===== src/rtl/result_uart_tx.sv =====
// ---------------------------------------------------------------------------
// result_uart_tx
// Reports each classifier decision over a UART line as a 3-byte ASCII record
// (digit, CR, LF). Results are captured on the rising edge of valid_i and
// buffered in a small FIFO so the classifier is never stalled; a full FIFO
// drops the result and raises a sticky overflow flag.
//
// Ports:
//   clk         system clock, rising edge
//   rst         asynchronous active-low reset
//   decision_i  4-bit classifier decision
//   valid_i     decision valid (pulse or level; one accept per rising edge)
//   tx_o        UART serial out, 8N1, LSB first, idle high
//   busy_o      FIFO non-empty or a byte in flight
//   overflow_o  sticky: a result was dropped on a full FIFO
//   pending_o   number of results currently held in the FIFO
// ---------------------------------------------------------------------------
module result_uart_tx #(
    parameter int unsigned CLKS_PER_BIT = 868,
    parameter int unsigned FIFO_DEPTH   = 4
) (
    input  logic                          clk,
    input  logic                          rst,
    input  logic [3:0]                    decision_i,
    input  logic                          valid_i,
    output logic                          tx_o,
    output logic                          busy_o,
    output logic                          overflow_o,
    output logic [$clog2(FIFO_DEPTH):0]   pending_o
);

    localparam int unsigned AW = $clog2(FIFO_DEPTH);
    localparam int unsigned PW = AW + 1;
    localparam int unsigned CW = $clog2(CLKS_PER_BIT);

    localparam logic [7:0] CHAR_CR = 8'h0D;
    localparam logic [7:0] CHAR_LF = 8'h0A;
    localparam logic [7:0] CHAR_UNKNOWN = 8'h3F;

    typedef enum logic [1:0] {
        IDLE  = 2'd0,
        START = 2'd1,
        DATA  = 2'd2,
        STOP  = 2'd3
    } state_t;

    // Decisions 0-9 become '0'-'9'; anything else is reported as '?'.
    function automatic logic [7:0] encode(input logic [3:0] d);
        if (d < 4'd10) begin
            return {4'h3, d};
        end
        return CHAR_UNKNOWN;
    endfunction

    state_t          state;
    logic [CW-1:0]   baud_cnt;
    logic [2:0]      bit_cnt;
    logic [1:0]      byte_idx;
    logic [7:0]      shift_reg;

    logic            valid_q;
    logic [3:0]      mem [FIFO_DEPTH];
    logic [AW-1:0]   wr_ptr;
    logic [AW-1:0]   rd_ptr;

    logic            accept_c;
    logic            nonempty_c;
    logic            full_c;
    logic            baud_done_c;
    logic            pop_c;
    logic            push_c;
    logic            drop_c;
    logic [3:0]      head_c;

    assign accept_c    = valid_i & ~valid_q;
    assign nonempty_c  = (pending_o != '0);
    assign full_c      = (pending_o == PW'(FIFO_DEPTH));
    assign baud_done_c = (baud_cnt == CW'(CLKS_PER_BIT - 1));
    assign head_c      = mem[rd_ptr];

    // Pop when leaving IDLE, or when the LF stop bit ends with more work queued.
    assign pop_c = nonempty_c &&
                   ((state == IDLE) ||
                    ((state == STOP) && baud_done_c && !(byte_idx < 2'd2)));

    // A simultaneous pop frees a slot, so a full FIFO can still take the push.
    assign push_c = accept_c && (!full_c || pop_c);
    assign drop_c = accept_c && full_c && !pop_c;

    assign busy_o = (state != IDLE) || nonempty_c;

    // Rising-edge detector on valid_i.
    always_ff @(posedge clk or negedge rst) begin
        if (!rst) begin
            valid_q <= 1'b0;
        end else begin
            valid_q <= valid_i;
        end
    end

    // FIFO storage; contents are don't-care until written, so no reset.
    always_ff @(posedge clk) begin
        if (push_c) begin
            mem[wr_ptr] <= decision_i;
        end
    end

    // FIFO pointers, occupancy and overflow flag.
    always_ff @(posedge clk or negedge rst) begin
        if (!rst) begin
            wr_ptr     <= '0;
            rd_ptr     <= '0;
            pending_o  <= '0;
            overflow_o <= 1'b0;
        end else begin
            if (push_c) begin
                wr_ptr <= wr_ptr + AW'(1);
            end
            if (pop_c) begin
                rd_ptr <= rd_ptr + AW'(1);
            end
            case ({push_c, pop_c})
                2'b10:   pending_o <= pending_o + PW'(1);
                2'b01:   pending_o <= pending_o - PW'(1);
                default: pending_o <= pending_o;
            endcase
            if (drop_c) begin
                overflow_o <= 1'b1;
            end
        end
    end

    // Transmit FSM; tx_o is updated together with each state change so the
    // line level is registered and aligned with the bit timing.
    always_ff @(posedge clk or negedge rst) begin
        if (!rst) begin
            state     <= IDLE;
            baud_cnt  <= '0;
            bit_cnt   <= '0;
            byte_idx  <= '0;
            shift_reg <= '0;
            tx_o      <= 1'b1;
        end else begin
            case (state)
                IDLE: begin
                    baud_cnt <= '0;
                    tx_o     <= 1'b1;
                    if (nonempty_c) begin
                        shift_reg <= encode(head_c);
                        byte_idx  <= 2'd0;
                        tx_o      <= 1'b0;
                        state     <= START;
                    end
                end

                START: begin
                    if (baud_done_c) begin
                        baud_cnt <= '0;
                        bit_cnt  <= '0;
                        tx_o     <= shift_reg[0];
                        state    <= DATA;
                    end else begin
                        baud_cnt <= baud_cnt + CW'(1);
                    end
                end

                DATA: begin
                    if (baud_done_c) begin
                        baud_cnt <= '0;
                        if (bit_cnt == 3'd7) begin
                            tx_o  <= 1'b1;
                            state <= STOP;
                        end else begin
                            shift_reg <= shift_reg >> 1;
                            tx_o      <= shift_reg[1];
                            bit_cnt   <= bit_cnt + 3'd1;
                        end
                    end else begin
                        baud_cnt <= baud_cnt + CW'(1);
                    end
                end

                STOP: begin
                    if (baud_done_c) begin
                        baud_cnt <= '0;
                        if (byte_idx < 2'd2) begin
                            byte_idx  <= byte_idx + 2'd1;
                            shift_reg <= (byte_idx == 2'd0) ? CHAR_CR : CHAR_LF;
                            tx_o      <= 1'b0;
                            state     <= START;
                        end else if (nonempty_c) begin
                            // Next record follows the LF stop bit with no idle gap.
                            shift_reg <= encode(head_c);
                            byte_idx  <= 2'd0;
                            tx_o      <= 1'b0;
                            state     <= START;
                        end else begin
                            tx_o  <= 1'b1;
                            state <= IDLE;
                        end
                    end else begin
                        baud_cnt <= baud_cnt + CW'(1);
                    end
                end

                default: begin
                    baud_cnt <= '0;
                    tx_o     <= 1'b1;
                    state    <= IDLE;
                end
            endcase
        end
    end

endmodule


===== config.mk =====
export PLATFORM = sky130hd
export DESIGN_NAME = result_uart_tx
export DESIGN_NICKNAME = d
export VERILOG_FILES = /design/src/rtl/result_uart_tx.sv
export SDC_FILE = /design/constraint.sdc
export NUM_CORES = 1
export LEC_CHECK = 0
export BUFFER_PORTS_ARGS = -buffer_cell sky130_fd_sc_hd__buf_2
export CAP_MARGIN = 0
export CORE_UTILIZATION = 31
export DETAILED_ROUTE_END_ITERATION = 8
export GPL_ROUTABILITY_DRIVEN = 0
export HOLD_SLACK_MARGIN = 0.06
export PLACE_DENSITY = 0.45
export REMOVE_ABC_BUFFERS = 1
export SLEW_MARGIN = 20
export SYNTH_ARGS = -nofsm -noshare
export SYNTH_HDL_FRONTEND = slang
export SYNTH_SLANG_ARGS = --single-unit

===== constraint.sdc =====
create_clock -name clk -period 2.3 [get_ports clk]
set_clock_uncertainty 0.1 [all_clocks]
set_input_delay 0 -clock clk [delete_from_list [all_inputs] [get_ports clk]]
set_output_delay 0 -clock clk [all_outputs]
set_load 0.01 [all_outputs]

[After elaboration in Yosys (flattened, before gate mapping)]
Memory sizes are Yosys's and may differ from the RTL's.
Cells that the tools add are included.
Operators by class
  muxes and demuxes: 45
  equality and inequality tests: 15
  $add $sub $neg: 7
  $lt $le $gt $ge: 2
  bitwise logic cells: 2
  reductions and logical operators: 26
Operators by type and width (count)
  2-to-1 mux 8 bit: 9
  case mux 8 bit (3 select lines): 1
  case mux 10 bit (2 select lines): 1
  2-to-1 mux 1 bit: 16
  2-to-1 mux 2 bit: 8
  2-to-1 mux 3 bit: 4
  inequality test 2 bit (second input constant): 6
  case mux 3 bit (2 select lines): 2
  adder 10 x 1 -> 10 bit (second input constant): 1
  equality test 10 bit (second input constant): 1
  2-to-1 mux 10 bit: 1
  case mux 2 bit (4 select lines): 1
  nonzero test 2 bit: 4
  adder 2 x 1 -> 2 bit (second input constant): 3
  adder 3 x 1 -> 3 bit (second input constant): 2
  equality test 2 bit (second input constant): 3
  equality test 3 bit (second input constant): 2
  logical AND 1 bit: 6
  AND reduction 6 bit: 1
  nonzero test 3 bit: 2
  AND reduction 5 bit: 1
  equality test 2 x 1 -> 1 bit (second input constant): 2
  zero test 2 bit: 2
  < comparator 4 bit (second input constant): 1
  13 further kinds: 17
Word-level totals
  input bits: 7
  word-level logic and storage cells: 109
  bits in writable memories: 16
  output and inout port bits: 6
  register bits: 35
  memories kept: 1
Memory list
  mem: depth 4, width 4, read ports 1, clocked after memory_dff 0, wr ports 1, RTL line 62  | logic [3:0] mem [FIFO_DEPTH];

[Longest topological paths before layout]
Gate-level depths: netlist of run 1.
An unclocked memory read counts as a cell.
  depth after elaboration: 12
  depth in mapped cells: 11
  gate-level depth less buffers: 10

[Worst setup path before layout of run 1]
Ideal clock, no wire load.
  kind: reg-to-reg
  start: register state[0]
  end: register pending_o[1]
  arrival: 2137 ps
  period minus slack after synthesis: 2316 ps
  setup slack: -16 ps
  library setup time: 80 ps
  buffers on the path: 0
  cell stages (with the launch flop): 9
  data required time: 2120 ps
  cell sequence: dfrtp_1 > ha_1 > and4b_1 > a41oi_4 > nor2_1 > nand2_1 > fa_1 > a2111oi_2 > a2bb2oi_1
On the way
  longest elaborated chain between the ends: 9
  elaborated cells between the ends (all ways): 12
  classes of those cells: eq/ne (3); mux (1); reduce/logical (8)
Ends and longest elaborated chain
  from (decl): RTL line 55  | state_t state;
  from (signal assigned): RTL line 137  | state <= IDLE;
  from (signal assigned): RTL line 152  | state <= START;
  from (signal assigned): RTL line 161  | state <= DATA;
  equality test 2 bit: RTL line 84  | ((state == STOP) && baud_done_c && !(byte_idx < 2'd2)));
  logical AND 1 bit (2 in a row): RTL line 84
  logical OR 1 bit *: RTL line 83  | ((state == IDLE) ||
  logical AND 1 bit *: RTL line 82  | assign pop_c = nonempty_c &&
  logical OR 1 bit: RTL line 87  | assign push_c = accept_c && (!full_c || pop_c);
  logical AND 1 bit: RTL line 87
  equality test 2 x 1 -> 1 bit or equality test 2 bit (tied branches): RTL line 122  | case ({push_c, pop_c})
  case mux 3 bit (2 select lines) or nonzero test 2 bit (tied branches)
  to (signal assigned): RTL line 123  | 2'b10: pending_o <= pending_o + PW'(1);
  to (signal assigned): RTL line 124  | 2'b01: pending_o <= pending_o - PW'(1);
  to (signal assigned): RTL line 125  | default: pending_o <= pending_o;
  to (decl): RTL line 29  | output logic [$clog2(FIFO_DEPTH):0] pending_o
Every way passes the cells marked *; elsewhere a longest branch is shown, timed or not.
A chain may end at the register's enable or synchronous reset.

[Final worst setup path of run 1]
  start: register baud_cnt[1]
  end: register pending_o[1]
On the way
  longest elaborated chain between the ends: 9
  elaborated cells between the ends (all ways): 11
  classes of those cells: eq/ne (3); mux (1); reduce/logical (7)
Ends and longest elaborated chain
  from (decl): RTL line 56  | logic [CW-1:0] baud_cnt;
  from (signal assigned): RTL line 163  | baud_cnt <= baud_cnt + CW'(1);
  from (signal assigned): RTL line 179  | baud_cnt <= baud_cnt + CW'(1);
  from (signal assigned): RTL line 202  | baud_cnt <= baud_cnt + CW'(1);
  equality test 10 bit *: RTL line 78  | assign baud_done_c = (baud_cnt == CW'(CLKS_PER_BIT - 1));
  logical AND 1 bit * (2 in a row): RTL line 84
  logical OR 1 bit *: RTL line 83
  logical AND 1 bit *: RTL line 82
  logical OR 1 bit: RTL line 87
  logical AND 1 bit: RTL line 87
  equality test 2 x 1 -> 1 bit or equality test 2 bit (tied branches): RTL line 122
  case mux 3 bit (2 select lines) or nonzero test 2 bit (tied branches)
Marked as above.

==> results.toml, run 1 <==
[final_layout]
final_area_sq_um = 3080
syn_to_final_growth_pct = 20.8
final-seq-area_sq_um = 1310
multi_input_area_sq_um = 1150
n_fill_cell = 783
drive_above_1_share_pct = 26.0
nNetsFinal = 283
diodes = 0
largest_register_ffs = 16

[cts]
cts-root-buf = "clkbuf_8"
h-tree-depth = 2
cts_tree = "built"
cts_sinks = 49
insertion_delay_ns = 0.30
clockBufferDepth = 2
cts_buffers = 5
path_clk_slew_ns = 0.09

[die]
initial_core_util_pct = 32.5
rows = 32
die_h_um = 92.7
core_area_sq_um = 7850
die_x_um = 92.7
pin_count = 13
dieArea_sq_um = 8580

[placement]
dpl.hpwl_um = 3450
dpl-instance-area_sq_um = 2810
io_buffers = 12

[logic_synthesis]
synth_top_flop_cell = "dfrtp_1"
seq_area_frac_synth_pct = 51.3
synth_simple_gate_area_share_pct = 13.6
syn_area_sq_um = 2550
netlist_instances = 226
synth_area_leader_cell = "dfrtp_1"
synth_mux_area_share_pct = 6.93
async_flop_share_pct = 67.3
synth_seq_cells = 49
synth_area_leaders = "dfrtp_1, edfxtp_1, ha_1, mux4_2, nor2_1"
synth_edf_count = 16
synth_top_family_by_area = "simple AND/OR/NAND/NOR gates"
synth-xor-area-share_pct = 3.78
ys_types = 51
synth_compound_area_share_pct = 13.3
yosysWarnings = 0
synth_top_cell_area_share_pct = 31.4
synthAdderAreaFrac_pct = 6.19
synth_area_per_cell_sq_um = 11.3

[setup_path]
slowest_stage = "fa_2"
crit_type = "flop to flop"
cp.buffers_inverters = 0
r2r_end = "pending_o[1]$_DFFE_PN0P_"
end_kind = "flop"
cp_max_fo = 3
cp-start-kind = "flop"
required_ns = 2.42
path_delay_family = "adder cells"
ff2ff_path_depth = 8
path_cells = "ha_1 > and4b_1 > a41oi_4 > nor2_4 > nand2_2 > fa_2 > a2111oi_4 > a2bb2oi_1"
r2r_slack_ns = 0.11
max_stage_delay_ns = 0.47
reg2reg_from = "baud_cnt[1]$_DFF_PN0_"
arrival_ns = 2.32

[route]
route.met2.wl_um = 2230
drtIter0Drc = 88
post-route-drc-count = 0
dr_wl_met3_um = 96
drt.antenna.violating_nets = 0
highest_layer = "met4"
wl_per_cell_um = 12.8
vias = 1729
drt_first_pass_iters = 4
drt-met1-wl_um = 2350
wl_um = 4710
via_per_inst = 4.71

[global_route]
grt_overflow = 0
antenna_found_initial = 0
grt_pass1_wl_um = 8270
track_usage_pct = 12.3
grt_pass1_vias = 1744
grt_max_degree = 34

[power]
power_density_nw_per_um2 = 1220
vdd_drop_max_mv = 0.560
leakagePower_uw = 0.00127

[sta]
hold_slack_ns = 0.207
fin_crit_sh_pct = 95.4
min_period_ns = 2.19
tightest_slew_ns = 0.775
setup_tns_ns = 0
drv_slew = 0
max_slew_margin_pct = 48.3
setup_viol = 0
rsz0062_at_grt = "true"
fmax_mhz = 456
hold_violations = 0

[outcome]
status = "complete, no violations"

[worst_hold_path]
hold_class = "input port to asynchronous set/reset pin"

[flow_run]
drv_cap = 0
-- final cells by class --
type	instances	share of cell area (%)
Sequential cell	49	42.5
Multi-Input combinational cell	151	37.5
Timing Repair Buffer	40	9.27
Tap cell	102	4.15
Clock buffer	5	2.24
Clock inverter	3	2.24
Inverter	17	2.07
-- power by group --
group	switching [uW]	leakage [uW]	internal, uW
Combinational	854	0.000649	852
Sequential	183	0.000556	1130
Clock	295	0.0000687	438
Total	1330	0.00127	2420
-- placed cells by master, fill, tap and decap left out, types with 5 or more instances in the layout --
cell type,netlist,routed
clkbuf_8,1,5
inv_1,17,17
ha_1,11,10
o21ai_0,14,14
xnor2_1,7,7
buf_4,0,22
nand2_1,18,17
buf_2,1,12
mux2_2,5,5
edfxtp_1,16,16
dlygate4sd3_1,0,6
nor2_1,20,18
a21oi_1,10,10
nor3_1,6,6
dfrtp_1,32,32
-- worst reg2reg max path, delay by kind of cell (launching register included) --
kind	cells	cell delay (ns)
flip-flops	1	0.41
adder cells (fa/ha/maj)	2	0.67
AND/OR/NAND/NOR	3	0.35
AO/OA/AOI/OAI	3	0.58
-- logic make-up after synthesis --
kind of cell,after synthesis
and+or+nand+nor,68
DFF,49
AOI/OAI and AO/OA,48
buffers and inverters,26
muxes,12
adders and majority gates,12
xor gates and xnor gates,11
-- through the flow --
step	total power (uW)	cells	setup WS (ns)	util, %
floorplan	2400	217	-0.171	-
global placement	2910	349	0.0742	35.8
CTS	3690	363	0.0173	38.3
detailed placement	2920	349	0.0106	35.8
global route	4080	367	-0.0230	39.2
finish	3750	367	0.106	39.2
-- cell usage after synthesis (all sizes together), types with 3 or more instances --
library cell and n:
xor2 4, a21oi 11, mux4 4, o211ai 4, ha 11, nand4 3
dfrtp 32, nor3 7, nand3 4, and2 6, nor2 21, o21ai 14
edfxtp 16, mux2i 3, nand2 18, mux2 5, inv 17, a22oi 4
xnor2 7, clkbuf 6, buf 3
-- per-layer routing --
metal / up-vias / global-route usage (%)
li1: 879 / -
met1: 831 / 16.8
met2: 17 / 19.6
met3: 2 / 2.46
met4: 0 / 3.46
met5: - / 0
-- repair_timing --
item                       CTS  global route
setup endpoints to repair    2             6
gates resized for setup      1            11
hold buffers                 6             0
pin swaps                    0             4
buffers inserted             0             4
hold endpoints to repair    49             0
-- how the worst max path moves through the flow --
stage                          start                  endpoint  depth (start not counted)
6_report       baud_cnt[1]$_DFF_PN0_  pending_o[1]$_DFFE_PN0P_                          8
3_3_place_gp    state[0]$_DFFE_PN0P_  pending_o[2]$_DFFE_PN0P_                         10
3_5_place_dp   baud_cnt[1]$_DFF_PN0_  pending_o[2]$_DFFE_PN0P_                         10
5_1_grt        baud_cnt[1]$_DFF_PN0_  pending_o[1]$_DFFE_PN0P_                          8
2_1_floorplan   state[0]$_DFFE_PN0P_  pending_o[2]$_DFFE_PN0P_                         10
4_1_cts         state[0]$_DFFE_PN0P_  pending_o[1]$_DFFE_PN0P_                          8
Note: power is estimated with default switching activity, not from simulation.
==> inputs of run 2 (changes only) <==
- ABC_AREA: unset -> 1
- CTS_BUF_LIST: unset -> sky130_fd_sc_hd__clkbuf_4
==> run 2 against run 1 <==
- power is 52% lower
- non-clock buffer count is 17 lower
- combinational power is 78% lower
- sequential cell count stayed put
- via count is 2.1% higher
- hold slack worse by 0.091 ns
- highest routed layer unchanged
==> results.toml, run 2 <==
[outcome]
status = "complete, no violations"

[logic_synthesis]
netlist_top_cells_count = "nand2_1, inv_1, nor2_1"
synth_edf_count = 16
synth_area_leader_cell = "dfrtp_1"
ys_types = 39
synth_top_flop_cell = "dfrtp_1"
seq_area_frac_synth_pct = 51.8
yosysMostFrequentCell = "nand2_1"
syn_area_sq_um = 2530
synth_area_leaders = "dfrtp_1, edfxtp_1, nand2_1, inv_1, ha_1"
synth_top_cell_area_share_pct = 31.7
async_flop_share_pct = 67.3
synth_seq_cells = 49
synth_area_per_cell_sq_um = 9.12
netlist_instances = 277
yosysWarnings = 0

[die]
pin_count = 13
initial_core_util_pct = 32.4
rows = 32
die_x_um = 92.3
die_h_um = 92.3
dieArea_sq_um = 8510
core_area_sq_um = 7810

[sta]
tightest_slew_ns = 0.748
hold_slack_ns = 0.116
min_period_ns = 2.11
rsz0062_at_grt = "false"
max_slew_margin_pct = 50.1
fmax_mhz = 475
drv_slew = 0
setup_viol = 0
hold_violations = 0
fin_crit_sh_pct = 91.5
setup_tns_ns = 0

[power]
leakagePower_uw = 0.00129
vdd_drop_max_mv = 0.367
power_density_nw_per_um2 = 636

[cts]
cts_tree = "built"
cts-root-buf = "clkbuf_4"
clockBufferDepth = 2
h-tree-depth = 2
cts_sinks = 49
insertion_delay_ns = 0.36
cts_buffers = 5
path_clk_slew_ns = 0.15

[final_layout]
nNetsFinal = 321
diodes = 0
largest_register_ffs = 16
layout_common_cells = "nand2_1, inv_1, nor2_1, dfrtp_1, nand3_1"
syn_to_final_growth_pct = 13.0
final_common_cell = "nand2_1"
n_fill_cell = 798
drive_above_1_share_pct = 14.9
final_cells = 405

[placement]
place_inst = 389
io_buffers = 12
dpl.hpwl_um = 3420

[setup_path]
cp_max_fo = 9
r2r_slack_ns = 0.19
cp-start-kind = "flop"
crit_type = "flop to flop"
required_ns = 2.23
end_kind = "flop"
arrival_ns = 2.04

[global_route]
track_usage_pct = 11.9
grt_overflow = 0
grt_max_degree = 34
antenna_found_initial = 0
grt_pass1_vias = 1739
grt_pass1_wl_um = 7920

[route]
drtIter0Drc = 76
wl_per_cell_um = 11.2
drt.antenna.violating_nets = 0
post-route-drc-count = 0
drt_first_pass_iters = 4
wl_um = 4530
via_per_inst = 4.36
vias = 1765

[flow_run]
drv_cap = 0

[worst_hold_path]
hold_class = "input port to asynchronous set/reset pin"
-- run 2: changes by cell type in the layout (fill, tap and decap cells not counted), moves of 6 or more --
cell and delta:
xnor2_1 -6, nand3_1 +13, inv_1 +22, nand2_1 +36, buf_4 -17, clkbuf_4 +6
nor2_1 +17
-- run 2: timing repair --
item | CTS | global route
hold endpoints to repair | 51 | 0
hold buffers | 6 | 0
buffers inserted | 0 | 2
setup endpoints to repair | 0 | 17
resized for setup | 0 | 3
-- run 2: worst max-delay path, cell delays in order, from the launching register on --
cell and delay (ns):
dfrtp_2 0.42, ha_1 0.20, nand2_1 0.08, nor2_2 0.12, nand3_4 0.14, nand2_8 0.13, nand3_4 0.10, nand2_2 0.11
nand2_4 0.09, nor2_1 0.29
-- run 2: logic make-up after synthesis --
| family | Yosys count | share of synthesized area, % |
|---|---|---|
| simple gates | 127 | 23.6 |
| xor+xnor | 7 | 2.43 |
| flops | 49 | 51.8 |
| fa+ha+maj | 12 | 6.24 |
| compound gates | 36 | 8.87 |
| buf+inv | 46 | 7.08 |
-- run 2: final cells by class --
cell class	instances	area [sq um]	share of cell area, %
clock buffers	6	45.0	1.58
clock inverters	2	15.0	0.526
inverters	41	155	5.44
multi-input cells	182	1040	36.6
flip-flops and latches	49	1310	45.9
well taps	102	128	4.47
repair buffers	23	158	5.52
-- run 2: final timing paths --
kind,start,to,depth (start not counted)
min in group clk,valid_i,valid_q$_DFF_PN0_,2
max,baud_cnt[0]$_DFF_PN0_,mem[0][1]$_DFFE_PP_,9
min,rst,baud_cnt[9]$_DFF_PN0_,2
min reg2reg,shift_reg[5]$_DFFE_PN0P_,shift_reg[5]$_DFFE_PN0P_,2
max reg2reg,baud_cnt[0]$_DFF_PN0_,mem[0][1]$_DFFE_PP_,9
max in group asynchronous,rst,baud_cnt[0]$_DFF_PN0_,2
-- run 2: routing by layer --
| metal | up-vias | GRT usage (%) | wire (um) |
|---|---|---|---|
| li1 | 951 | - | - |
| met1 | 784 | 16.0 | 2370 |
| met2 | 28 | 19.2 | 2000 |
| met3 | 2 | 2.32 | 128 |
| met4 | 0 | 3.65 | 29 |
| met5 | - | 0 | 0 |
-- run 2: metrics by stage --
stage                     utilization (%)  instance area (sq um)  setup WS [ns]  power, uW
after global routing                 36.6                   2850         0.0159       1950
after detailed placement             34.7                   2710          0.106       1430
after CTS                            36.3                   2830         0.0593       1850
after floorplan                         -                   2500          0.210       1310
after global placement               34.7                   2710          0.159       1430
final                                36.6                   2850          0.195       1810
-- run 2: power breakdown --
group | internal, uW | switching, uW | leakage [uW]
clock | 132 | 274 | 0.0000279
sequential | 985 | 50.8 | 0.000541
combinational | 137 | 236 | 0.000721
total | 1250 | 560 | 0.00129
==> inputs of run 3 (changes only) <==
- CORE_UTILIZATION: 31 -> 50
- PLACE_DENSITY: 0.45 -> 0.67
==> run 3 against run 2 <==
- sequential cell count unchanged
- cell count shrank 8.4%
- hold slack worse by 0.022 ns
- power up 6.1%
- non-clock buffer count rose by 1
- global-route usage rose by 6.5 points
- clock power is 29% higher
- critical path depth increased by 3
- final area decreased by 0.57%
- first-iteration DRC count increased by 21%
- combinational power about the same
- register-to-register slack worse by 0.05 ns
==> results.toml, run 3 (synthesized netlist as in run 2, its figures left out) <==
[sta]
hold_violations = 0
max_slew_margin_pct = 51.8
fin_ws_ns = 0.142
setup_viol = 0
tightest_slew_ns = 0.723
setup_tns_ns = 0
min_period_ns = 2.16
rsz0062_at_grt = "false"
hold_slack_ns = 0.0939
fin_crit_sh_pct = 93.8
fmax_mhz = 463
drv_slew = 0

[route]
drt.antenna.violating_nets = 0
drtIter0Drc = 92
wl_per_cell_um = 11.3
post-route-drc-count = 0
wl_um = 4190
drt_first_pass_iters = 4
via_per_inst = 4.91
vias = 1823

[die]
initial_core_util_pct = 52.8
die_h_um = 73.1
core_area_sq_um = 4790
die_x_um = 73.1
pin_count = 13
dieArea_sq_um = 5340
rows = 25

[final_layout]
largest_register_ffs = 16
diodes = 0
layout_common_cells = "nand2_1, inv_1, nor2_1, dfrtp_1, nand3_1"
drive_above_1_share_pct = 14.5
n_fill_cell = 409
multi_input_area_sq_um = 1040
syn_to_final_growth_pct = 12.3
nNetsFinal = 322
final-seq-area_sq_um = 1310
final_common_cell = "nand2_1"
final_cells = 371
final_area_sq_um = 2840

[setup_path]
end_kind = "flop"
cp-start-kind = "flop"
arrival_ns = 2.38
crit_type = "flop to flop"
cp_max_fo = 9
required_ns = 2.52

[placement]
io_buffers = 12
post-place-ws_ns = 0.109
dpl-instance-area_sq_um = 2670
dpl.hpwl_um = 3100
place_inst = 354

[outcome]
status = "complete, no violations"

[power]
leakagePower_uw = 0.00131
power_density_nw_per_um2 = 678
vdd_drop_max_mv = 0.602

[cts]
insertion_delay_ns = 0.37
path_clk_slew_ns = 0.16
cts-root-buf = "clkbuf_4"
clockBufferDepth = 2
h-tree-depth = 2
cts_tree = "built"
cts_buffers = 5
cts_sinks = 49

[global_route]
grt_overflow = 0
grt_pass1_vias = 1772
grt_pass1_wl_um = 7460
antenna_found_initial = 0
grt_max_degree = 34
track_usage_pct = 18.3

[worst_hold_path]
hold_class = "input port to asynchronous set/reset pin"

[flow_run]
drv_cap = 0
[run 3: report_power, final]
group | switching (uW) | internal [uW] | leakage [uW] | total, uW
Sequential | 47.7 | 985 | 0.000541 | 1030
Combinational | 233 | 137 | 0.000727 | 369
Clock | 285 | 237 | 0.0000462 | 522
Total | 565 | 1360 | 0.00131 | 1920
[run 3: repair_timing]
item / in CTS / in global routing
hold buffers: 6 / 0
endpoints found under the hold margin: 53 / 0
setup endpoints to repair: 0 / 17
gates resized for setup: 0 / 1
setup buffers: 0 / 3
[run 3: critical path, cell delays in order, from the launching register on]
cell,delay (ns)
dfrtp_2,0.42
ha_1,0.21
nand2_1,0.08
nor2_2,0.12
nand3_4,0.14
nand2_8,0.13
nand4_2,0.12
fa_1,0.43
inv_1,0.10
nand4_1,0.09
nand3_1,0.08
nand2_1,0.05
inv_1,0.04
[run 3: metal layers]
layer  share of wire [%]  GRT usage, %  up-vias
met5                   0             0        -
met4                 1.0          7.19        0
met3                 4.3          4.14        4
met2                  46          30.3       52
met1                  48          23.3      815
li1                    -             -      952
[run 3: area by class of cell]
cell class	instances	share of cell area, %
repair buffers	24	5.82
multi-input cells	182	36.6
well taps	67	2.95
clock inverters	3	1.68
clock buffers	5	1.32
inverters	41	5.47
flip-flops and latches	49	46.1
[run 3: worst paths after layout]
check	to	slack (ns)	startpoint	depth (start not counted)
hold reg to reg	overflow_o$_DFFE_PN0P_	0.40	overflow_o$_DFFE_PN0P_	1
max in group asynchronous	baud_cnt[0]$_DFF_PN0_	1.51	rst	2
setup reg to reg	pending_o[2]$_DFFE_PN0P_	0.14	baud_cnt[0]$_DFF_PN0_	12
setup / recovery	pending_o[2]$_DFFE_PN0P_	0.14	baud_cnt[0]$_DFF_PN0_	12
min in group clk	valid_q$_DFF_PN0_	0.17	valid_i	2
hold / removal	baud_cnt[3]$_DFF_PN0_	0.09	rst	2
[run 3: through the flow]
stage,util (%),power (uW)
after floorplan,-,1310
after global placement,55.8,1410
after detailed placement,55.8,1420
after CTS,58.8,1950
after global routing,59.3,2050
final,59.3,1920
